--- config.mk ---
export PLATFORM = sky130hd
export DESIGN_NAME = cmdspi_burst
export DESIGN_NICKNAME = d
export VERILOG_FILES = /design/src/rtl/cmdspi_pkg.sv /design/src/rtl/cmdspi_sync.sv /design/src/rtl/cmdspi_burst.sv
export SDC_FILE = /design/constraint.sdc
export NUM_CORES = 1
export LEC_CHECK = 0
export ABC_AREA = 0
export BUFFER_PORTS_ARGS = -buffer_cell sky130_fd_sc_hd__buf_2
export CORE_UTILIZATION = 50
export CTS_BUF_LIST = sky130_fd_sc_hd__clkbuf_8
export DETAILED_ROUTE_END_ITERATION = 12
export PLACE_DENSITY = 0.72
export SLEW_MARGIN = 20
export SYNTH_ARGS = -nofsm -noshare
export SYNTH_HDL_FRONTEND = slang
export SYNTH_SLANG_ARGS = --single-unit
--- constraint.sdc ---
create_clock -name clk -period 4.45 [get_ports clk]
set_input_delay 0.2225 -clock clk [delete_from_list [all_inputs] [get_ports clk]]
set_output_delay 0.2225 -clock clk [all_outputs]
set_load 0.01 [all_outputs]
--- src/rtl/cmdspi_pkg.sv ---
// Shared state encoding and default sizing for the command/address/data SPI slave.
package cmdspi_pkg;
  localparam int DEF_AW     = 7;
  localparam int DEF_DW     = 32;
  localparam int DEF_RD_LAT = 1;
  localparam int BIT_CNT_W  = 7;

  typedef enum logic [2:0] {IDLE, CMD, ADDR, DATA, HOLD} cmdspi_state_e;
endpackage

--- src/rtl/cmdspi_sync.sv ---
// Brings CSN/SCLK/MOSI into clk via two flops, then one history flop for edge detection.
// Latency: two clk cycles to sync values, edge strobes one cycle wide.
module cmdspi_sync #(
  parameter int SAMPLE_EDGE = 0
) (
  input  logic clk,
  input  logic rst,
  input  logic csn_i,
  input  logic sclk_i,
  input  logic mosi_i,
  output logic csn_s,
  output logic mosi_s,
  output logic sclk_edge,
  output logic csn_fall,
  output logic csn_rise
);
  logic [2:0] meta_q, meta_d;
  logic [2:0] sync_q, sync_d;
  logic [1:0] prev_q, prev_d;

  always_comb begin
    meta_d = {csn_i, sclk_i, mosi_i};
    sync_d = meta_q;
    prev_d = sync_q[2:1];
  end

  // Cleared to zero so a reset taken with CSN low produces no false falling edge.
  always_ff @(posedge clk) begin
    if (rst) begin
      meta_q <= '0;
      sync_q <= '0;
      prev_q <= '0;
    end else begin
      meta_q <= meta_d;
      sync_q <= sync_d;
      prev_q <= prev_d;
    end
  end

  assign csn_s     = sync_q[2];
  assign mosi_s    = sync_q[0];
  assign csn_fall  = prev_q[1] & ~sync_q[2];
  assign csn_rise  = ~prev_q[1] & sync_q[2];
  assign sclk_edge = (SAMPLE_EDGE != 0) ? (~prev_q[0] & sync_q[1]) : (prev_q[0] & ~sync_q[1]);
endmodule

--- src/rtl/cmdspi_burst.sv ---
// SPI slave: R/W bit, address, then data words onto a strobe bus (we/re, rdat after RD_LAT).
// CMDSPI_BURST_EN: auto-increment addr per word; otherwise one word per frame, then HOLD.
module cmdspi_burst
  import cmdspi_pkg::*;
#(
  parameter int AW          = DEF_AW,
  parameter int DW          = DEF_DW,
  parameter int SAMPLE_EDGE = 0,
  parameter int RD_LAT      = DEF_RD_LAT
) (
  input  logic          clk,
  input  logic          rst,
  input  logic          CSN,
  input  logic          SCLK,
  input  logic          MOSI,
  output logic          MISO,
  output logic          we,
  output logic          re,
  output logic [AW-1:0] addr,
  output logic [DW-1:0] wdat,
  input  logic [DW-1:0] rdat,
  output logic          abort
);
  logic csn_s, mosi_s, sclk_edge, csn_fall, csn_rise;

  cmdspi_sync #(.SAMPLE_EDGE(SAMPLE_EDGE)) u_sync (
    .clk       (clk),
    .rst       (rst),
    .csn_i     (CSN),
    .sclk_i    (SCLK),
    .mosi_i    (MOSI),
    .csn_s     (csn_s),
    .mosi_s    (mosi_s),
    .sclk_edge (sclk_edge),
    .csn_fall  (csn_fall),
    .csn_rise  (csn_rise)
  );

  cmdspi_state_e        state_q, state_d;
  logic                 rw_q, rw_d;
  logic [BIT_CNT_W-1:0] cnt_q, cnt_d;
  logic [AW-1:0]        ash_q, ash_d;
  logic [DW-1:0]        rsh_q, rsh_d;
  logic [DW-1:0]        tx_q, tx_d;
  logic [AW-1:0]        addr_q, addr_d;
  logic [DW-1:0]        wdat_q, wdat_d;
  logic                 wpend_q, wpend_d;
  logic                 we_q, we_d;
  logic                 re_req_q, re_req_d;
  logic                 re_q, re_d;
  logic                 abort_q, abort_d;
  logic [1:0]           rd_cnt_q, rd_cnt_d;
  logic                 miso_q, miso_d;

  always_comb begin
    state_d  = state_q;
    rw_d     = rw_q;
    cnt_d    = cnt_q;
    ash_d    = ash_q;
    rsh_d    = rsh_q;
    tx_d     = tx_q;
    addr_d   = addr_q;
    wdat_d   = wdat_q;
    wpend_d  = 1'b0;
    we_d     = wpend_q;
    re_req_d = 1'b0;
    re_d     = re_req_q;
    abort_d  = 1'b0;
    rd_cnt_d = (rd_cnt_q != 2'd0) ? rd_cnt_q - 2'd1 : 2'd0;
    if (re_q) rd_cnt_d = 2'(RD_LAT);
`ifdef CMDSPI_BURST_EN
    // Write bursts step the address after the strobe so addr holds steady under we.
    if (we_q) addr_d = addr_q + AW'(1);
`endif
    if (csn_rise) begin
      abort_d = (state_q == CMD) || (state_q == ADDR) || ((state_q == DATA) && (cnt_q != '0));
      state_d = IDLE;
      cnt_d   = '0;
    end else if (csn_fall) begin
      state_d = CMD;
      cnt_d   = '0;
      rsh_d   = '0;
      tx_d    = '0;
    end else if (sclk_edge && !csn_s) begin
      case (state_q)
        CMD: begin
          rw_d    = mosi_s;
          state_d = ADDR;
        end
        ADDR: begin
          ash_d = (ash_q << 1) | AW'(mosi_s);
          if (cnt_q == BIT_CNT_W'(AW - 1)) begin
            addr_d   = ash_d;
            state_d  = DATA;
            cnt_d    = '0;
            re_req_d = rw_q;
          end else begin
            cnt_d = cnt_q + BIT_CNT_W'(1);
          end
        end
        DATA: begin
          rsh_d = {rsh_q[DW-2:0], mosi_s};
          tx_d  = {tx_q[DW-2:0], 1'b0};
          if (cnt_q == BIT_CNT_W'(DW - 1)) begin
            cnt_d = '0;
            if (!rw_q) begin
              wdat_d  = rsh_d;
              wpend_d = 1'b1;
            end
`ifdef CMDSPI_BURST_EN
            // Reads step immediately so the next word is fetched before the master samples it.
            if (rw_q) begin
              addr_d   = addr_q + AW'(1);
              re_req_d = 1'b1;
            end
`else
            state_d = HOLD;
`endif
          end else begin
            cnt_d = cnt_q + BIT_CNT_W'(1);
          end
        end
        default: ;
      endcase
    end
    if (rd_cnt_q == 2'd1) tx_d = rdat;
    miso_d = (state_d == DATA) ? tx_d[DW-1] : 1'b0;
  end

  always_ff @(posedge clk) begin
    if (rst) begin
      state_q  <= IDLE;
      rw_q     <= 1'b0;
      cnt_q    <= '0;
      ash_q    <= '0;
      rsh_q    <= '0;
      tx_q     <= '0;
      addr_q   <= '0;
      wdat_q   <= '0;
      wpend_q  <= 1'b0;
      we_q     <= 1'b0;
      re_req_q <= 1'b0;
      re_q     <= 1'b0;
      abort_q  <= 1'b0;
      rd_cnt_q <= 2'd0;
      miso_q   <= 1'b0;
    end else begin
      state_q  <= state_d;
      rw_q     <= rw_d;
      cnt_q    <= cnt_d;
      ash_q    <= ash_d;
      rsh_q    <= rsh_d;
      tx_q     <= tx_d;
      addr_q   <= addr_d;
      wdat_q   <= wdat_d;
      wpend_q  <= wpend_d;
      we_q     <= we_d;
      re_req_q <= re_req_d;
      re_q     <= re_d;
      abort_q  <= abort_d;
      rd_cnt_q <= rd_cnt_d;
      miso_q   <= miso_d;
    end
  end

  assign MISO  = miso_q;
  assign we    = we_q;
  assign re    = re_q;
  assign addr  = addr_q;
  assign wdat  = wdat_q;
  assign abort = abort_q;
endmodule
==> results.ini <==
[run_status]
status = complete, no violations

[sta]
fin_skew_ps = 7.74
setup_violations = 0
max_freq_mhz = 404
fin_ws_ps = 1980
rsz0062_at_grt = false
tns_ps = 0
timing.final.crit_period_ps = 2470
worst_slew_pin_slew_ps = 968
hold_violations = 0
slew_violations = 0
fin_crit_sh_pct = 55.6
relSlewSlack_pct = 35.5

[clock_network]
ctsHoldBuffers = 3
post-cts-setup-buffer-count = 0
clock-root-buffer = clkbuf_8
cts_max_level = 4
cts_tree = yes
cts_buffer_depth = 2
clk_latency_ps = 440
clk_pin_slew_worst_paths_ps = 70
ctsResizeCount = 0
clock_sinks = 135
cts_made_buffers = 17

[detailed_routing]
routedWlPerCell_um = 14.6
final_antenna_net_count = 0
dr.pass1.iters = 5
drc_errors = 0
vias = 4663
drt_iter0_drc = 319
via_per_inst = 5.62
routed_wl_um = 12100

[global_route]
grt_pass1_wl_um = 20100
grt-ovfl-total = 0
antenna_found_initial = 0
track_usage_pct = 21.5
grt_pass1_vias = 4277
grt_max_degree = 68

[critical_path]
critical_path_required_ps = 4740
startpoint = cnt_q[1]$_SDFFE_PP0P_
criticalPathCategory = reg2reg
startpoint_type = flip-flop
setup.worst_path.end = wdat[3]$_SDFFE_PP0P_
rr_worst_depth = 5
rr_startpoint = cnt_q[1]$_SDFFE_PP0P_
r2r_setup_slack_ps = 1980
crit_path_end_kind = flip-flop
r2r-end = wdat[3]$_SDFFE_PP0P_
critPathArrivalTime_ps = 2760
path_max_fanout = 32

[synthesis]
yosysUniqueCellTypes = 50
ys_seq_area_share_pct = 46.9
async_reset_ff_share_pct = 0
syn_area_um2 = 5760
synth_cells = 629
syn_nets = 674
yosysWarnings = 0
synth_flop_cell = dfxtp_1
synth_edf_count = 0
ys_ff_latch = 135
avgSynthCellArea_um2 = 9.16

[place]
port_buffers = 79
placed_area_um2 = 6060
dp_hpwl_um = 7550
post-place-ws_ps = 1960
gp_congestion = 0.851

[die]
dieArea_um2 = 12000
row_count = 38
boundaryPins = 80
die_x_um = 109
chipHeight_um = 109
start_util_pct = 52.2
core_area_um2 = 11000

[hold_path]
hold_start = rdat[0]
hold_path_class = in2reg
hold_depth = 3

[run]
drv_cap = 0

[final_layout]
antenna_cells = 0
fillers = 1024
fin_nets = 724
fin_area_um2 = 6460
syn_to_final_growth_pct = 12.2
multi_input_area_um2 = 2710
final_common_cell = dfxtp_1
drive_gt1_share_pct = 25.3
final_cell_mix = 135 x dfxtp_1, 86 x a21oi_1, 78 x buf_2
register_area_um2 = 2700

[power]
leakage_nw = 2.41
pwr_density_cell_nw_per_um2 = 343
vdd_drop_max_mv = 0.277
p_total_w = 0.00222

area by class of cell:
class,count,area share [%]
flip-flops and latches,135,41.8
inverters,9,0.523
clock buffers,24,5.11
well taps,140,2.71
repair buffers,89,7.49
multi-input cells,427,42.0
clock inverters,5,0.348
flip-flops by register name, summed over array words and instances (netlist names):
| signal | cells |
|---|---|
| MISO | 1 |
| abort | 1 |
| addr | 7 |
| ash_q | 6 |
| cnt_q | 7 |
| rd_cnt_q | 2 |
| re | 1 |
| re_d | 1 |
| rsh_q | 31 |
| rw_q | 1 |
| state_q | 3 |
| tx_q | 32 |
| u_sync.meta_q | 3 |
| u_sync.prev_q | 2 |
| u_sync.sync_q | 3 |
| wdat | 32 |
| we | 1 |
| we_d | 1 |
cells in the mapped netlist, types with 5 or more instances:
cell type	n	share of area [%]
dfxtp_1	135	47
a21oi_1	86	7.5
o21ai_0	68	5.9
nand2_1	53	3.5
nand3_1	43	3.7
nor2_1	37	2.4
clkbuf_1	33	2.1
a221oi_2	28	7.3
nor3_2	20	3.5
buf_6	13	2.5
nor3_1	13	1.1
nor2b_1	11	1.2
inv_1	9	0.59
ha_1	8	1.7
a211oi_1	6	0.78
nor4_1	6	0.65
buf_2	5	0.43
nand4_1	5	0.54
metrics by stage:
| stage | cells | hold WS (ps) | util (%) |
|---|---|---|---|
| 2_1_floorplan | 629 | 351 | - |
| 3_3_place_gp | 796 | 418 | 54.9 |
| 3_5_place_dp | 796 | 422 | 55.0 |
| 4_1_cts | 828 | 34.1 | 58.4 |
| 5_1_grt | 829 | 56.0 | 58.6 |
| 6_report | 829 | 60.7 | 58.6 |
metal layers:
layer  vias to the layer above  track usage [%]  share of wire [%]
met5                         -                0                  0
met4                         0             7.14                1.4
met3                        15             6.11                5.2
met2                        99             34.0                 47
met1                      2195             28.3                 47
li1                       2354                -                  -
worst max-delay path: stages, from the launching register on:
cell	delay [ps]
dfxtp_1	420
ha_1	210
or3b_2	510
or3_1	730
o21ai_0	330
a21oi_1	100
power by group:
group | internal, W | switching (W)
logic | 0.0000318 | 0.0000552
registers | 0.00122 | 0.00000927
clock network | 0.000474 | 0.000430
cells by family after synthesis:
logic type | Yosys count | share of synthesized area (%)
compound gates | 200 | 23.6
xor+xnor | 4 | 0.608
fa+ha+maj | 8 | 1.74
buf+inv | 67 | 6.49
flops | 135 | 46.9
mux | 1 | 0.174
simple gates | 214 | 20.5
worst min path at each step:
stage | end | slack [ps]
after global routing | tx_q[1]$_SDFFE_PP0P_ | 60
after detailed placement | rd_cnt_q[1]$_SDFF_PP0_ | 420
after global placement | rd_cnt_q[1]$_SDFF_PP0_ | 420
after floorplan | u_sync.meta_q[0]$_SDFF_PP0_ | 350
after CTS | tx_q[1]$_SDFFE_PP0P_ | 30
final | tx_q[0]$_SDFFE_PP0P_ | 60
No activity file was read; power rests on OpenSTA's default activity.
